### src/rtl/synchronous_fifo_arbiter_pkg.sv
// rtl/synchronous_fifo_arbiter_pkg.sv - shared types and helpers for the FIFO push arbiter
package synchronous_fifo_arbiter_pkg;

   typedef enum logic {IDLE = 1'b0, LOCKED = 1'b1} arb_state_t;

   function automatic int idx_width(input int m);
      return (m > 1) ? $clog2(m) : 1;
   endfunction

endpackage

### src/rtl/rr_priority_picker.sv
// rtl/rr_priority_picker.sv - round-robin first-set picker starting at rrPtr
module rr_priority_picker
   import synchronous_fifo_arbiter_pkg::*;
#(
   parameter  int M  = 4,
   localparam int IW = idx_width(M)
) (
   input  logic [M-1:0]  req,
   input  logic [IW-1:0] rrPtr,
   output logic          valid,
   output logic [IW-1:0] index
);

   logic [2*M-1:0] dbl;
   logic [M-1:0]   rot;
   int             pos;

   // Rotating the doubled vector puts rrPtr at bit 0, so the lowest set bit is the winner.
   always_comb begin
      dbl   = {req, req};
      rot   = M'(dbl >> rrPtr);
      valid = 1'b0;
      index = '0;
      pos   = 0;
      for (int k = M - 1; k >= 0; k--) begin
         if (rot[k]) begin
            valid = 1'b1;
            pos   = int'(rrPtr) + k;
            if (pos >= M) pos = pos - M;
            index = IW'(pos);
         end
      end
   end

endmodule

### src/rtl/synchronous_fifo_push_arbiter.sv
// rtl/synchronous_fifo_push_arbiter.sv - packet-locking round-robin arbiter for a shared FIFO push port
module synchronous_fifo_push_arbiter
   import synchronous_fifo_arbiter_pkg::*;
#(
   parameter  int N  = 32,
   parameter  int M  = 4,
   parameter  int CW = 16,
   localparam int IW = idx_width(M)
) (
   input  logic          clk,
   input  logic          rstn,
   input  logic [M-1:0]  req,
   input  logic [M*N-1:0] reqData,
   input  logic [M-1:0]  reqLast,
   output logic [M-1:0]  gnt,
   output logic          push,
   output logic [N-1:0]  pushData,
   input  logic          full,
   output logic [IW-1:0] owner,
   output logic          locked,
   output logic [M*CW-1:0] wordCount,
   output logic          protocolError
);

   arb_state_t    state_q, state_d;
   logic [IW-1:0] rr_ptr_q, rr_ptr_d;
   logic [IW-1:0] owner_q, owner_d;
   logic          perr_q, perr_d;
   logic [CW-1:0] cnt_q [M];

   logic          pick_valid;
   logic [IW-1:0] pick_idx;

   function automatic logic [IW-1:0] next_idx(input logic [IW-1:0] i);
      return (int'(i) == M - 1) ? '0 : i + 1'b1;
   endfunction

   rr_priority_picker #(.M(M)) u_picker (
      .req   (req),
      .rrPtr (rr_ptr_q),
      .valid (pick_valid),
      .index (pick_idx)
   );

   always_ff @(posedge clk or negedge rstn) begin
      if (!rstn) begin
         state_q  <= IDLE;
         rr_ptr_q <= '0;
         owner_q  <= '0;
         perr_q   <= 1'b0;
         for (int i = 0; i < M; i++) cnt_q[i] <= '0;
      end else begin
         state_q  <= state_d;
         rr_ptr_q <= rr_ptr_d;
         owner_q  <= owner_d;
         perr_q   <= perr_d;
         for (int i = 0; i < M; i++) begin
            if (gnt[i]) cnt_q[i] <= cnt_q[i] + 1'b1;
         end
      end
   end

   always_comb begin
      state_d  = state_q;
      rr_ptr_d = rr_ptr_q;
      owner_d  = owner_q;
      perr_d   = perr_q;
      case (state_q)
         IDLE: begin
            if (push) begin
               if (reqLast[pick_idx]) begin
                  rr_ptr_d = next_idx(pick_idx);
               end else begin
                  state_d = LOCKED;
                  owner_d = pick_idx;
               end
            end
         end
         LOCKED: begin
            if (push && reqLast[owner_q]) begin
               state_d  = IDLE;
               rr_ptr_d = next_idx(owner_q);
            end
            if (!req[owner_q]) perr_d = 1'b1;
         end
         default: state_d = IDLE;
      endcase
   end

   // Grants are qualified by rstn so the push port is quiet for the whole reset window.
   always_comb begin
      gnt = '0;
      if (rstn) begin
         if (state_q == IDLE) begin
            if (pick_valid && !full) gnt[pick_idx] = 1'b1;
         end else begin
            gnt[owner_q] = req[owner_q] & ~full;
         end
      end
      push     = |gnt;
      pushData = '0;
      for (int i = 0; i < M; i++) begin
         if (gnt[i]) pushData = reqData[i*N +: N];
      end
   end

   always_comb begin
      wordCount = '0;
      for (int i = 0; i < M; i++) wordCount[i*CW +: CW] = cnt_q[i];
   end

   assign owner         = owner_q;
   assign locked        = (state_q == LOCKED);
   assign protocolError = perr_q;

endmodule
### config.mk
export PLATFORM = sky130hd
export DESIGN_NAME = synchronous_fifo_push_arbiter
export DESIGN_NICKNAME = d
export VERILOG_FILES = /design/src/rtl/synchronous_fifo_arbiter_pkg.sv /design/src/rtl/rr_priority_picker.sv /design/src/rtl/synchronous_fifo_push_arbiter.sv
export SDC_FILE = /design/constraint.sdc
export NUM_CORES = 1
export LEC_CHECK = 0
export ABC_AREA = 1
export ABC_CLOCK_PERIOD_IN_PS = 2700
export CORE_ASPECT_RATIO = 0.9
export CORE_UTILIZATION = 48
export CTS_BUF_LIST = sky130_fd_sc_hd__clkbuf_2
export DETAILED_ROUTE_END_ITERATION = 6
export DONT_BUFFER_PORTS = 1
export PLACE_DENSITY_LB_ADDON = 0.05
export SETUP_SLACK_MARGIN = 0.4
export SLEW_MARGIN = 25
export SYNTH_ARGS = -nofsm -noshare
export SYNTH_HDL_FRONTEND = slang
export SYNTH_SLANG_ARGS = --single-unit
### constraint.sdc
create_clock -name clk -period 2.7 [get_ports clk]
set_clock_uncertainty 0.05 [all_clocks]
set_input_delay 0.135 -clock clk [delete_from_list [all_inputs] [get_ports clk]]
set_output_delay 0.135 -clock clk [all_outputs]
set_load 0.01 [all_outputs]
==> results of run 1 <==
-- area by class of cell --
type / count / area share
Multi-Input combinational cell: 594 / 0.521
Sequential cell: 70 / 0.226
Timing Repair Buffer: 93 / 0.165
Clock buffer: 9 / 0.00581
Inverter: 64 / 0.0368
Tap cell: 152 / 0.0246
Clock inverter: 7 / 0.0176
Timing Repair inverter: 1 / 0.00210
Antenna cell: 1 / 0.000323
-- worst max-delay path, cell delays in order (launching register included) --
cell	delay, ns
dfrtp_1	0.46
buf_6	0.18
nand2_4	0.09
nand2_1	0.05
nor2_1	0.16
nor2_2	0.08
nand3_4	0.10
nand2_4	0.07
ha_4	0.16
nand3_2	0.06
nand2_2	0.08
nand2_4	0.11
clkinv_8	0.11
buf_12	0.16
or2_4	0.25
o22ai_4	0.18
nor2_4	0.07
-- state kept, by name (all words and copies together), names as in the netlist --
| name | cells |
|---|---|
| locked | 1 |
| wordCount | 64 |
| protocolError | 1 |
| rr_ptr_q | 2 |
| owner | 2 |
-- cell usage after synthesis (all sizes together) --
cell type | count | share of area
clkbuf | 3 | 0.0021
dfrtp | 70 | 0.32
nor4 | 7 | 0.0081
nand3b | 2 | 0.0028
or2 | 32 | 0.037
nor2 | 109 | 0.079
a21o | 1 | 0.0014
ha | 9 | 0.021
nand3 | 84 | 0.082
inv | 64 | 0.044
o21ai | 17 | 0.016
xnor2 | 21 | 0.034
nand2 | 216 | 0.15
o22ai | 32 | 0.073
buf | 30 | 0.037
xor2 | 34 | 0.055
a21oi | 3 | 0.0028
nor3 | 17 | 0.018
o31ai | 1 | 0.0014
nand4 | 9 | 0.010
-- metal layers --
metal / vias to the layer above / global-route usage
li1: 2606 / -
met1: 2716 / 0.406
met2: 331 / 0.456
met3: 46 / 0.111
met4: 0 / 0.0829
met5: - / 0
-- power by group through the flow --
stage | clock network (mW) | registers (mW) | logic [mW]
after floorplan | 0 | 1.64 | 2.22
after global routing | 0.937 | 1.75 | 5.21
after global placement | 0 | 1.71 | 2.80
after CTS | 0.900 | 1.70 | 4.00
final | 0.880 | 1.72 | 4.85
after detailed placement | 0 | 1.71 | 2.85
-- worst paths after layout --
check                               from       endpoint  slack [ns]  cells after the start
min in group asynchronous           rstn  wordCount[11]        0.09                      2
max in group asynchronous           rstn  wordCount[60]        2.22                      2
min                                 rstn  wordCount[39]        0.06                      4
max                          rr_ptr_q[0]    pushData[9]       -0.38                     16
min reg2reg                protocolError  protocolError        0.50                      1
max reg2reg                  rr_ptr_q[0]  wordCount[58]       -0.12                     18
-- logic make-up after synthesis --
family                     after synthesis
AOI/OAI and AO/OA                       54
xor gates and xnor gates                55
adders and majority gates                9
buffers and inverters                   97
DFF                                     70
and+or+nand+nor                        476
-- per-stage QoR --
stage,TNS (ns),hold slack [ns]
finish,-10.65,0.0600
global route,-16.98,0.0278
CTS,-8.19,-0.838
detailed placement,0,-0.209
global placement,0,-0.209
floorplan,0,-0.211
-- repair_timing --
item | in CTS | in global routing
cloned | 11 | 8
hold buffers | 3 | 2
gates resized for setup | 142 | 116
endpoints found under the setup margin | 54 | 86
pin swaps | 14 | 54
setup buffers | 24 | 26
endpoints found under the hold margin | 82 | 70
==> metrics.md, run 1 <==
| Metric | Value |
|---|---|
| PortBufs | 0 |
| Least-Margin Pin Slew | 0.391 ns |
| HPWL Detailed | 11600 µm |
| Distinct cells, synth | 32 |
| Syn avg cell area | 7.14 µm² |
| CP Class | reg2out |
| Worst Setup Start Kind | flop |
| Final Hold Fails | 0 |
| Die footprint | 0.0117 mm² |
| Share of power burned in registers | 0.230 |
| Synth Area in XOR/XNOR | 0.0887 |
| Synthesized net count | between 900 and 1000 |
| Mux cell area share after synthesis | 0 |
| Internal | 3.86 mW |
| Simple-gate share of the synthesized area | 0.391 |
| Normalized max-slew margin | 0.737 |
| Finished Layout Cells | just under 1000 |
| CTS root buffer | clkbuf_2 |
| LEAKAGE | 3.57 nW |
| Worst-Skew Late Latency | roughly 0.53 ns |
| Layout cells sized above 1 | 0.365 |
| GRT Util Overall | 0.302 |
| CP Data Required Time | approximately 2.5 ns |
| Sw power | 3.59 mW |
| Critical Path End Type | output pin |
| Worst path arrival time | 2.89 ns |
| Post-Synth Adder-Cell Area | 0.0207 |
| YS warnings | 0 |
| Multi-input logic area | between 0.004 and 0.005 mm² |
| M1 wire length | 8180 µm |
| Routability Congestion | roughly 0.84 |
| Gate power share | 0.652 |
| Initial antenna violation count | 1 |
| Placed instance count | 900 |
| Total gr overflow | 0 |
| Dpl ws | 0.0963 ns |
| Fin crit share | 1.14 |
| Failing checks | setup timing |
| Drt pass-1 iters | 5 |
| Fin crit period | 3.08 ns |
| CP Max Fanout | 7 |
| Met2 routed WL | 9140 µm |
| Post-DR vias/cell | 5.75 |
| # IOs | 244 |
| Most frequent cells in the layout | nand2_1, dfrtp_1, nand3_1, inv_1 |
| FMAX | about 330 MHz |
| Max-cap viol count | 0 |
| Via count | 5699 |
| DR WL met3 | 1970 µm |
| Largest net degree at the start of global routing | 74 |
| Die Y | ~100 µm |
| Outcome | complete, but fails checks |
| Sequential-to-total area share from yosys stat | 0.322 |
| Synth Area in Compound Gates | 0.0944 |
| Setup-failing EPs final | 40 |
| Total power | 7.45 mW |
| Routed Antenna Nets | 0 |
| Power Density | between 900 and 1000 mW/mm² |
| Final core occ | 0.711 |
| Drt drc | 0 |
| DR top layer | met4 |
| Final nets | around 1000 |
| Clock Tree Buf Depth | 2 |
| Register Area | 0.00175 mm² |
| CTS tree | done |
| H-tree depth | 3 |
| Hold Crit Class | in2reg |
| Routed wire length | 19700 µm |
| First-pass GRT wire length | 27100 µm |
| Fin area | 0.00775 mm² |
| Initial Util | 0.498 |
| Placeable core area | 0.0109 mm² |
| WL per Instance | 19.9 µm |
| Clock power share | 0.118 |
| Vias in the first global route | between 5000 and 6000 |
| Layout area overhead | 42.6% |
| Cells after synthesis | 761 |
| Row cnt | 36 |
| Final WS setup | -0.377 ns |
| Clock sinks | 70 |
| Post-DP Area | 0.00564 mm² |
| Total CTS buffers | 9 |
| Chip Width | 114 µm |
| Slew Viols, Final | 0 |
| Layout fillers | 842 |
| Sw Ratio | 0.481 |
| Netlist Area Pre-Place | approximately 0.0054 mm² |
| Largest family of logic cells by synthesized area | simple AND/OR/NAND/NOR gates |
| RSZ-0062 raised after global routing | true |
| Commonest non-fill, non-tap cell in the layout | nand2_1 |
| #FFs+latches synth | 70 |
| CTS clk-pin slew, worst paths | 0.20 ns |
| Drt initial violations | 393 |
| Maximum vdd drop | around 430 µV |
No activity file was read; power rests on OpenSTA's default activity.
==> inputs of run 2 (changes only) <==
ABC_CLOCK_PERIOD_IN_PS = 3700   (was 2700)
SYNTH_HIERARCHICAL = 1   (was unset)
clock period = 3.7 ns   (was 2.7 ns; I/O delays follow)
==> run 2 against run 1 <==
The run now ends clean. Sequential power is 24% lower. Clock-buffer cell count is 2 higher. Largest cell class unchanged. Critical endpoint is now pushData[24]. Sequential share of layout area is 2.5 points higher. Synthesized cell count rose by 12%.
==> metrics.md, run 2 <==
| Metric | Value |
|---|---|
| Largest cells by area after synthesis | dfrtp_1, nand2_1, nand3_1 (unchanged) |
| Die Y | 106 µm (was 103 µm) |
| Drt pass-1 iters | 5 (unchanged) |
| PortBufs | 0 (unchanged) |
| Synthesized net count | 1001 (was 909) |
| Worst-Skew Late Latency | 0.52 ns (was 0.53 ns) |
| Fin crit share | 0.932 |
| Total CTS buffers | 9 (unchanged) |
| Worst path arrival time | 3.21 ns (was 2.89 ns) |
| Final Hold Fails | 0 (unchanged) |
| Max-cap viol count | 0 (unchanged) |
| CTS clk-pin slew, worst paths | 0.21 ns (was 0.20 ns) |
| Layout cells sized above 1 | 0.231 (was 0.365) |
| Least-Margin Pin Slew | 0.804 ns (was 0.391 ns) |
| WL per Instance | 18.6 µm (was 19.9 µm) |
| YS warnings | 6 (was 0) |
| Outcome | complete, no violations (was complete, but fails checks) |
| Register Area | 0.00175 mm² (about the same) |
| Multi-input logic area | 0.00389 mm² (was 0.00404 mm²) |
| Netlist Area Pre-Place | 0.00578 mm² (was 0.00543 mm²) |
| Drt initial violations | 490 (was 393) |
| H-tree depth | 3 (unchanged) |
| Sequential-to-total area share from yosys stat | 0.303 (was 0.322) |
| CP Class | reg2out (unchanged) |
| Vias in the first global route | 5557 (was 5012) |
| Flip-flop count of the largest register after layout | 64 (unchanged) |
| Count leader, synth | nand2_1 (unchanged) |
| Initial antenna violation count | 1 (unchanged) |
| Power Density | 783 mW/mm² (was 962 mW/mm²) |
| Synth top area share | 0.303 (was 0.322) |
| Min Hold Slack | 0.0682 ns (was 0.0600 ns) |
| FMAX | around 290 MHz |
| Post-synth top cells | nand2_1, inv_1, nand3_1 (was nand2_1, nor2_1, nand3_1) |
| Final TNS setup | 0 ns (was -10.65 ns) |
| Buffers plus inverters on the worst setup path | 5 (was 3) |
| Total gr overflow | 0 (unchanged) |
| Initial Util | 0.500 (was 0.498) |
| Layout area overhead | 20.6% (was 42.6%) |
| CTS tree | done (unchanged) |
| Row cnt | 37 (was 36) |
| Routed Antenna Nets | 0 (unchanged) |
| Critical Path End Type | output pin (unchanged) |
| #FFs+latches synth | 70 (unchanged) |
| Placeable core area | 0.0116 mm² (was 0.0109 mm²) |
| Post-DR vias/cell | 5.73 (was 5.75) |
| Die footprint | 0.0125 mm² (was 0.0117 mm²) |
| CP Max Fanout | 6 (was 7) |
| EDFF count, synth | 0 (unchanged) |
| Ys flop type | dfrtp_1 (unchanged) |
| CP Data Required Time | 3.46 ns (was 2.52 ns) |
| Setup-failing EPs final | 0 (was 40) |
| GRT Util Overall | 0.284 (was 0.302) |
| Fin crit period | 3.45 ns |
| Via count | 5929 (was 5699) |
| Distinct cells, synth | 36 (was 32) |
| Async SR Flop Fraction | 1.00 (unchanged) |
| Chip Width | 118 µm (was 114 µm) |
| Commonest non-fill, non-tap cell in the layout | nand2_1 (unchanged) |
| Most frequent cells in the layout | nand2_1, inv_1, nand3_1, nor2_1, dfrtp_1 (was nand2_1, dfrtp_1, nand3_1, inv_1) |
| Drt drc | 0 (unchanged) |
| Clock sinks | 70 (unchanged) |
| CP max-delay cell | dfrtp_2 (was dfrtp_1) |
| # IOs | 244 (unchanged) |
| Top cell family by delay on the critical path | simple AND/OR/NAND/NOR gates (unchanged) |
| Clock Tree Buf Depth | 2 (unchanged) |
| Largest net degree at the start of global routing | 71 (was 74) |
| Routability Congestion | 0.894 (was 0.840) |
| HPWL Detailed | 12600 µm (was 11600 µm) |
| Routed wire length | 19300 µm (was 19700 µm) |
| Slowest stage delay, CP | 0.51 ns (was 0.46 ns) |
| Cells after synthesis | 850 (was 761) |
| Layout fillers | 1076 (was 842) |
| Final nets | 1024 (was 981) |
| CTS root buffer | clkbuf_2 (unchanged) |
| Syn avg cell area | 6.81 µm² (was 7.14 µm²) |
| Yosys top cell by area | dfrtp_1 (unchanged) |
| CP Cell Sequence | clkinv_4 > nand2_4 > nand2_2 > nand2_4 > nand2_4 > nor2_4 > o21ai_2 > nand2_1 > nand2_2 > inv_2 > ha_4 > o21ai_2 > nor2_2 > buf_6 > buf_12 > nand3_2 > nand2_2 > nand3_2 > a21oi_2 > buf_4 (was buf_6 > nand2_4 > nand2_1 > nor2_1 > nor2_2 > nand3_4 > nand2_4 > ha_4 > nand3_2 > nand2_2 > nand2_4 > clkinv_8 > buf_12 > or2_4 > o22ai_4 > nor2_4) |
| First-pass GRT wire length | 28500 µm (was 27100 µm) |
| Normalized max-slew margin | 0.464 (was 0.737) |
| Worst Setup Start Kind | flop (unchanged) |
| Hold Crit Class | in2reg (unchanged) |
| Maximum vdd drop | 406 µV (was 431 µV) |
| LEAKAGE | 3.31 nW (was 3.57 nW) |
| RSZ-0062 raised after global routing | true (unchanged) |
| Slew Viols, Final | 0 (unchanged) |
run 2: worst register-to-register path, cell delays in order, from the launching register on:
cell and delay, ns:
dfrtp_2 0.52, buf_4 0.17, nand2_2 0.09, nand3_2 0.10, nand2_4 0.09, nand3_2 0.10
nand2_2 0.09, nand2_2 0.06, nand2_4 0.11, ha_4 0.14, nor2_1 0.03, inv_1 0.13
nand2_2 0.07, nor2_4 0.18, nand2_8 0.14, bufbuf_16 0.34, nor2_4 0.11, nand2_1 0.11
o21ai_0 0.19, nand2_1 0.06
run 2: worst paths after layout:
path,startpoint,endpoint,slack (ns),depth (start not counted)
max in group asynchronous,rstn,wordCount[43],3.14,2
min in group asynchronous,rstn,owner[0],0.16,2
min reg2reg,wordCount[36],wordCount[36],0.53,1
max,rr_ptr_q[0],pushData[24],0.25,20
max reg2reg,rr_ptr_q[0],wordCount[57],0.71,19
min,req[2],protocolError,0.07,4
run 2: per-stage QoR:
| step | utilization | std cells | setup WS, ns | area (µm²) | total power [mW] |
|---|---|---|---|---|---|
| finish | 0.603 | 1035 | 0.251 | 6980 | 5.46 |
| CTS | 0.551 | 1016 | 0.359 | 6380 | 4.73 |
| detailed placement | 0.505 | 983 | 0.460 | 5850 | 3.76 |
| global placement | 0.505 | 983 | 0.638 | 5850 | 3.69 |
| floorplan | - | 850 | 1.14 | 5780 | 3.25 |
| global route | 0.603 | 1035 | 0.135 | 6980 | 5.82 |
run 2: cell families after synthesis:
family,share of synthesized area
simple gates,0.373
xor+xnor,0.0863
flops,0.303
buf+inv,0.122
fa+ha+maj,0.0260
compound gates,0.0900
run 2: layout make-up:
| type | count | area share |
|---|---|---|
| multi-input cells | 629 | 0.558 |
| inverters | 122 | 0.0671 |
| clock inverters | 5 | 0.0106 |
| repair buffers | 41 | 0.0768 |
| diodes | 1 | 0.000359 |
| well taps | 156 | 0.0280 |
| flip-flops and latches | 70 | 0.251 |
| clock buffers | 11 | 0.00789 |
run 2: timing repair:
item                       4_1_cts  5_1_grt
buffers inserted                11        9
resized for setup               52       81
hold endpoints to repair        70        0
hold buffers                     2        0
pin swaps                        7       40
setup endpoints to repair       36       36
cloned                           4        9
run 2: power by group:
group          total (mW)  switching, mW  internal (mW)  leakage [nW]
logic                3.66           2.30           1.37          2.31
registers            1.30          0.369          0.929         0.916
clock network       0.501          0.276          0.225        0.0834
total                5.46           2.94           2.52          3.31
run 2: layer usage:
| metal | track usage | share of wire | up-vias |
|---|---|---|---|
| met4 | 0.148 | 0.050 | 0 |
| li1 | - | - | 2772 |
| met3 | 0.0579 | 0.074 | 63 |
| met1 | 0.340 | 0.39 | 2771 |
| met5 | 0 | 0 | - |
| met2 | 0.484 | 0.48 | 323 |
==> inputs of run 3 (changes only) <==
RECOVER_POWER = 25   (was unset)
==> run 3 against run 2 <==
Clock-buffer cell count stayed put. Worst setup slack better by 0.010 ns. Cell area is 0.32% lower. Sequential share of layout area is 0.081 points higher. Cell count stayed put. Critical path depth stayed put. Power is 0.10% lower. Register-to-register slack hardly changed. Combinational power hardly changed. The flow now finishes with violations (capacitance limit, slew limit). Non-clock buffer count stayed put. Sequential power hardly changed. Clock power hardly changed. Largest cell class unchanged.
==> metrics.md, run 3 (synthesized netlist as in run 2, its figures left out) <==
| Metric | Value |
|---|---|
| Outcome | complete, but fails checks (was complete, no violations) |
| Failing checks | capacitance limit, slew limit |
| Fin crit share | 0.929 (was 0.932) |
| Initial antenna violation count | 1 (unchanged) |
| Most crowded layer after global routing | met2 (unchanged) |
| Total CTS buffers | 9 (unchanged) |
| CTS clk-pin slew, worst paths | 0.21 ns (about the same) |
| Fin area | 0.00695 mm² (was 0.00698 mm²) |
| CP Depth | 20 (unchanged) |
| M2 GR Usage | 0.484 (unchanged) |
| Slowest stage delay, CP | 0.51 ns (about the same) |
| Via count | 5919 (was 5929) |
| Internal | 2.52 mW (about the same) |
| Placed instance count | 983 (unchanged) |
| Drt drc | 0 (unchanged) |
| WHS Path Cells | 4 (unchanged) |
| Worst path arrival time | 3.20 ns (was 3.21 ns) |
| Maximum vdd drop | 403 µV (was 406 µV) |
| Commonest non-fill, non-tap cell in the layout | nand2_1 (unchanged) |
| CP Class | reg2out (unchanged) |
| Die footprint | 0.0125 mm² (unchanged) |
| Routed Antenna Nets | 0 (unchanged) |
| Critical Path End Type | output pin (unchanged) |
| Initial Util | 0.500 (unchanged) |
| Sw Ratio | 0.539 (about the same) |
| CTS tree | done (unchanged) |
| Drt initial violations | 491 (was 490) |
| Most frequent cells in the layout | nand2_1, inv_1, nand3_1, nor2_1, dfrtp_1 (unchanged) |
| Buffers plus inverters on the worst setup path | 5 (unchanged) |
| Worst Setup Start Kind | flop (unchanged) |
| Slew Viols, Final | 71 (was 0) |
| Routability Congestion | 0.894 (unchanged) |
| Normalized max-slew margin | -0.147 (was 0.464) |
| Flip-flop count of the largest register after layout | 64 (unchanged) |
| Chip Width | 118 µm (unchanged) |
| Met1 Use GR | 0.340 (unchanged) |
| Final TNS setup | 0 ns (unchanged) |
| Share of power burned in registers | 0.238 (about the same) |
| Layout area overhead | 20.2% (was 20.6%) |
| CTS root buffer | clkbuf_2 (unchanged) |
| Power Density | 785 mW/mm² (was 783 mW/mm²) |
| PortBufs | 0 (unchanged) |
| Final core occ | 0.601 (was 0.603) |
| Worst-Skew Late Latency | 0.51 ns (was 0.52 ns) |
| Clock Tree Buf Depth | 2 (unchanged) |
| Post-DR vias/cell | 5.72 (was 5.73) |
| Finished Layout Cells | 1035 (unchanged) |
| Post-DP Area | 0.00585 mm² (unchanged) |
| Total gr overflow | 0 (unchanged) |
| HPWL Detailed | 12600 µm (unchanged) |
| GRT met3 Usage | 0.0579 (unchanged) |
| Fin crit period | 3.44 ns (was 3.45 ns) |
| WL per Instance | 18.6 µm (about the same) |
| Largest net degree at the start of global routing | 71 (unchanged) |
| Drt pass-1 iters | 5 (unchanged) |
| Placeable core area | 0.0116 mm² (unchanged) |
| Top cell family by delay on the critical path | simple AND/OR/NAND/NOR gates (unchanged) |
| Gate power share | 0.671 (about the same) |
| Layout cells sized above 1 | 0.231 (unchanged) |
| Row cnt | 37 (unchanged) |
| Final Hold Fails | 0 (unchanged) |
| FMAX | 291 MHz (was 290 MHz) |
| CP Data Required Time | 3.46 ns (about the same) |
| Hold Crit Class | in2reg (unchanged) |
| CP max-delay cell | dfrtp_2 (unchanged) |
| LEAKAGE | 3.31 nW (about the same) |
| CP Cell Sequence | clkinv_4 > nand2_4 > nand2_2 > nand2_4 > nand2_4 > nor2_4 > o21ai_2 > nand2_1 > nand2_2 > inv_2 > ha_4 > o21ai_2 > nor2_2 > buf_6 > buf_12 > nand3_2 > nand2_2 > nand3_2 > a21oi_2 > buf_4 (unchanged) |
| Min Hold Slack | 0.0785 ns (was 0.0682 ns) |
| Sw power | 2.94 mW (about the same) |
| R2r worst-path depth | 19 (unchanged) |
| RSZ-0062 raised after global routing | true (unchanged) |
| Routed wire length | 19300 µm (about the same) |
| H-tree depth | 3 (unchanged) |
| Clock sinks | 70 (unchanged) |
| First-pass GRT wire length | 28500 µm (unchanged) |
| Final nets | 1024 (unchanged) |
| Least-Margin Pin Slew | 1.72 ns (was 0.804 ns) |
| Setup-failing EPs final | 0 (unchanged) |
| Die Y | 106 µm (unchanged) |
| CP Max Fanout | 6 (unchanged) |
| Max-cap viol count | 1 (was 0) |
| GRT Util Overall | 0.284 (unchanged) |
| Vias in the first global route | 5557 (unchanged) |
| Clock power share | 0.092 (about the same) |
| # IOs | 244 (unchanged) |
==> run 3: cell types whose count changed in the layout (fill, tap and decap cells not counted), sizes merged <==
cell / before / now
buf: 34 / 33
clkbuf: 16 / 17
==> run 3: power by group through the flow <==
stage	Combinational [mW]	Sequential, mW	Clock (mW)
floorplan	2.07	1.18	0
global placement	2.39	1.30	0
detailed placement	2.45	1.30	0
CTS	2.92	1.30	0.513
global route	3.95	1.33	0.550
finish	3.66	1.30	0.500
==> run 3: layout make-up <==
| cell class | instances | area [µm²] |
|---|---|---|
| Timing Repair Buffer | 41 | 513 |
| Clock buffer | 11 | 55.1 |
| Sequential cell | 70 | 1750 |
| Fill cell | 1079 | 4620 |
| Tap cell | 156 | 195 |
| Multi-Input combinational cell | 629 | 3890 |
| Clock inverter | 5 | 73.8 |
| Inverter | 122 | 468 |
| Antenna cell | 1 | 2.50 |
==> run 3: tightest hold or removal path, stage by stage <==
cell     delay, ns
nand2_1       0.05
nand3_2       0.10
a21oi_1       0.14
or2_2         0.11
==> run 3: timing repair <==
action                                  in CTS  in global routing
hold endpoints to repair                    70                  0
buffers inserted                            11                  9
resized for setup                           52                 81
endpoints found under the setup margin      36                 36
gates cloned                                 4                  9
hold buffers                                 2                  0
pin swaps                                    7                 40
==> run 3: path summary, 6_finish.rpt <==
check | start | to | slack, ns
worst min-delay path | req[2] | protocolError | 0.08
min in group asynchronous | rstn | owner[0] | 0.64
max in group asynchronous | rstn | rr_ptr_q[1] | 1.85
worst max-delay path | rr_ptr_q[0] | pushData[24] | 0.26
worst min register to register | wordCount[36] | wordCount[36] | 0.53
worst max register to register | rr_ptr_q[0] | wordCount[57] | 0.71
==> run 3: stage by stage <==
stage                     worst slack [ns]  power, mW
after floorplan                       1.14       3.25
after global placement               0.638       3.69
after detailed placement             0.460       3.76
after CTS                            0.359       4.73
after global routing                 0.135       5.82
final                                0.262       5.46
==> run 3: metal layers <==
metal  routed length, µm  part of all wire
met1                7610              0.39
met2                9350              0.48
met3                1410             0.073
met4                 915             0.047
met5                   0                 0
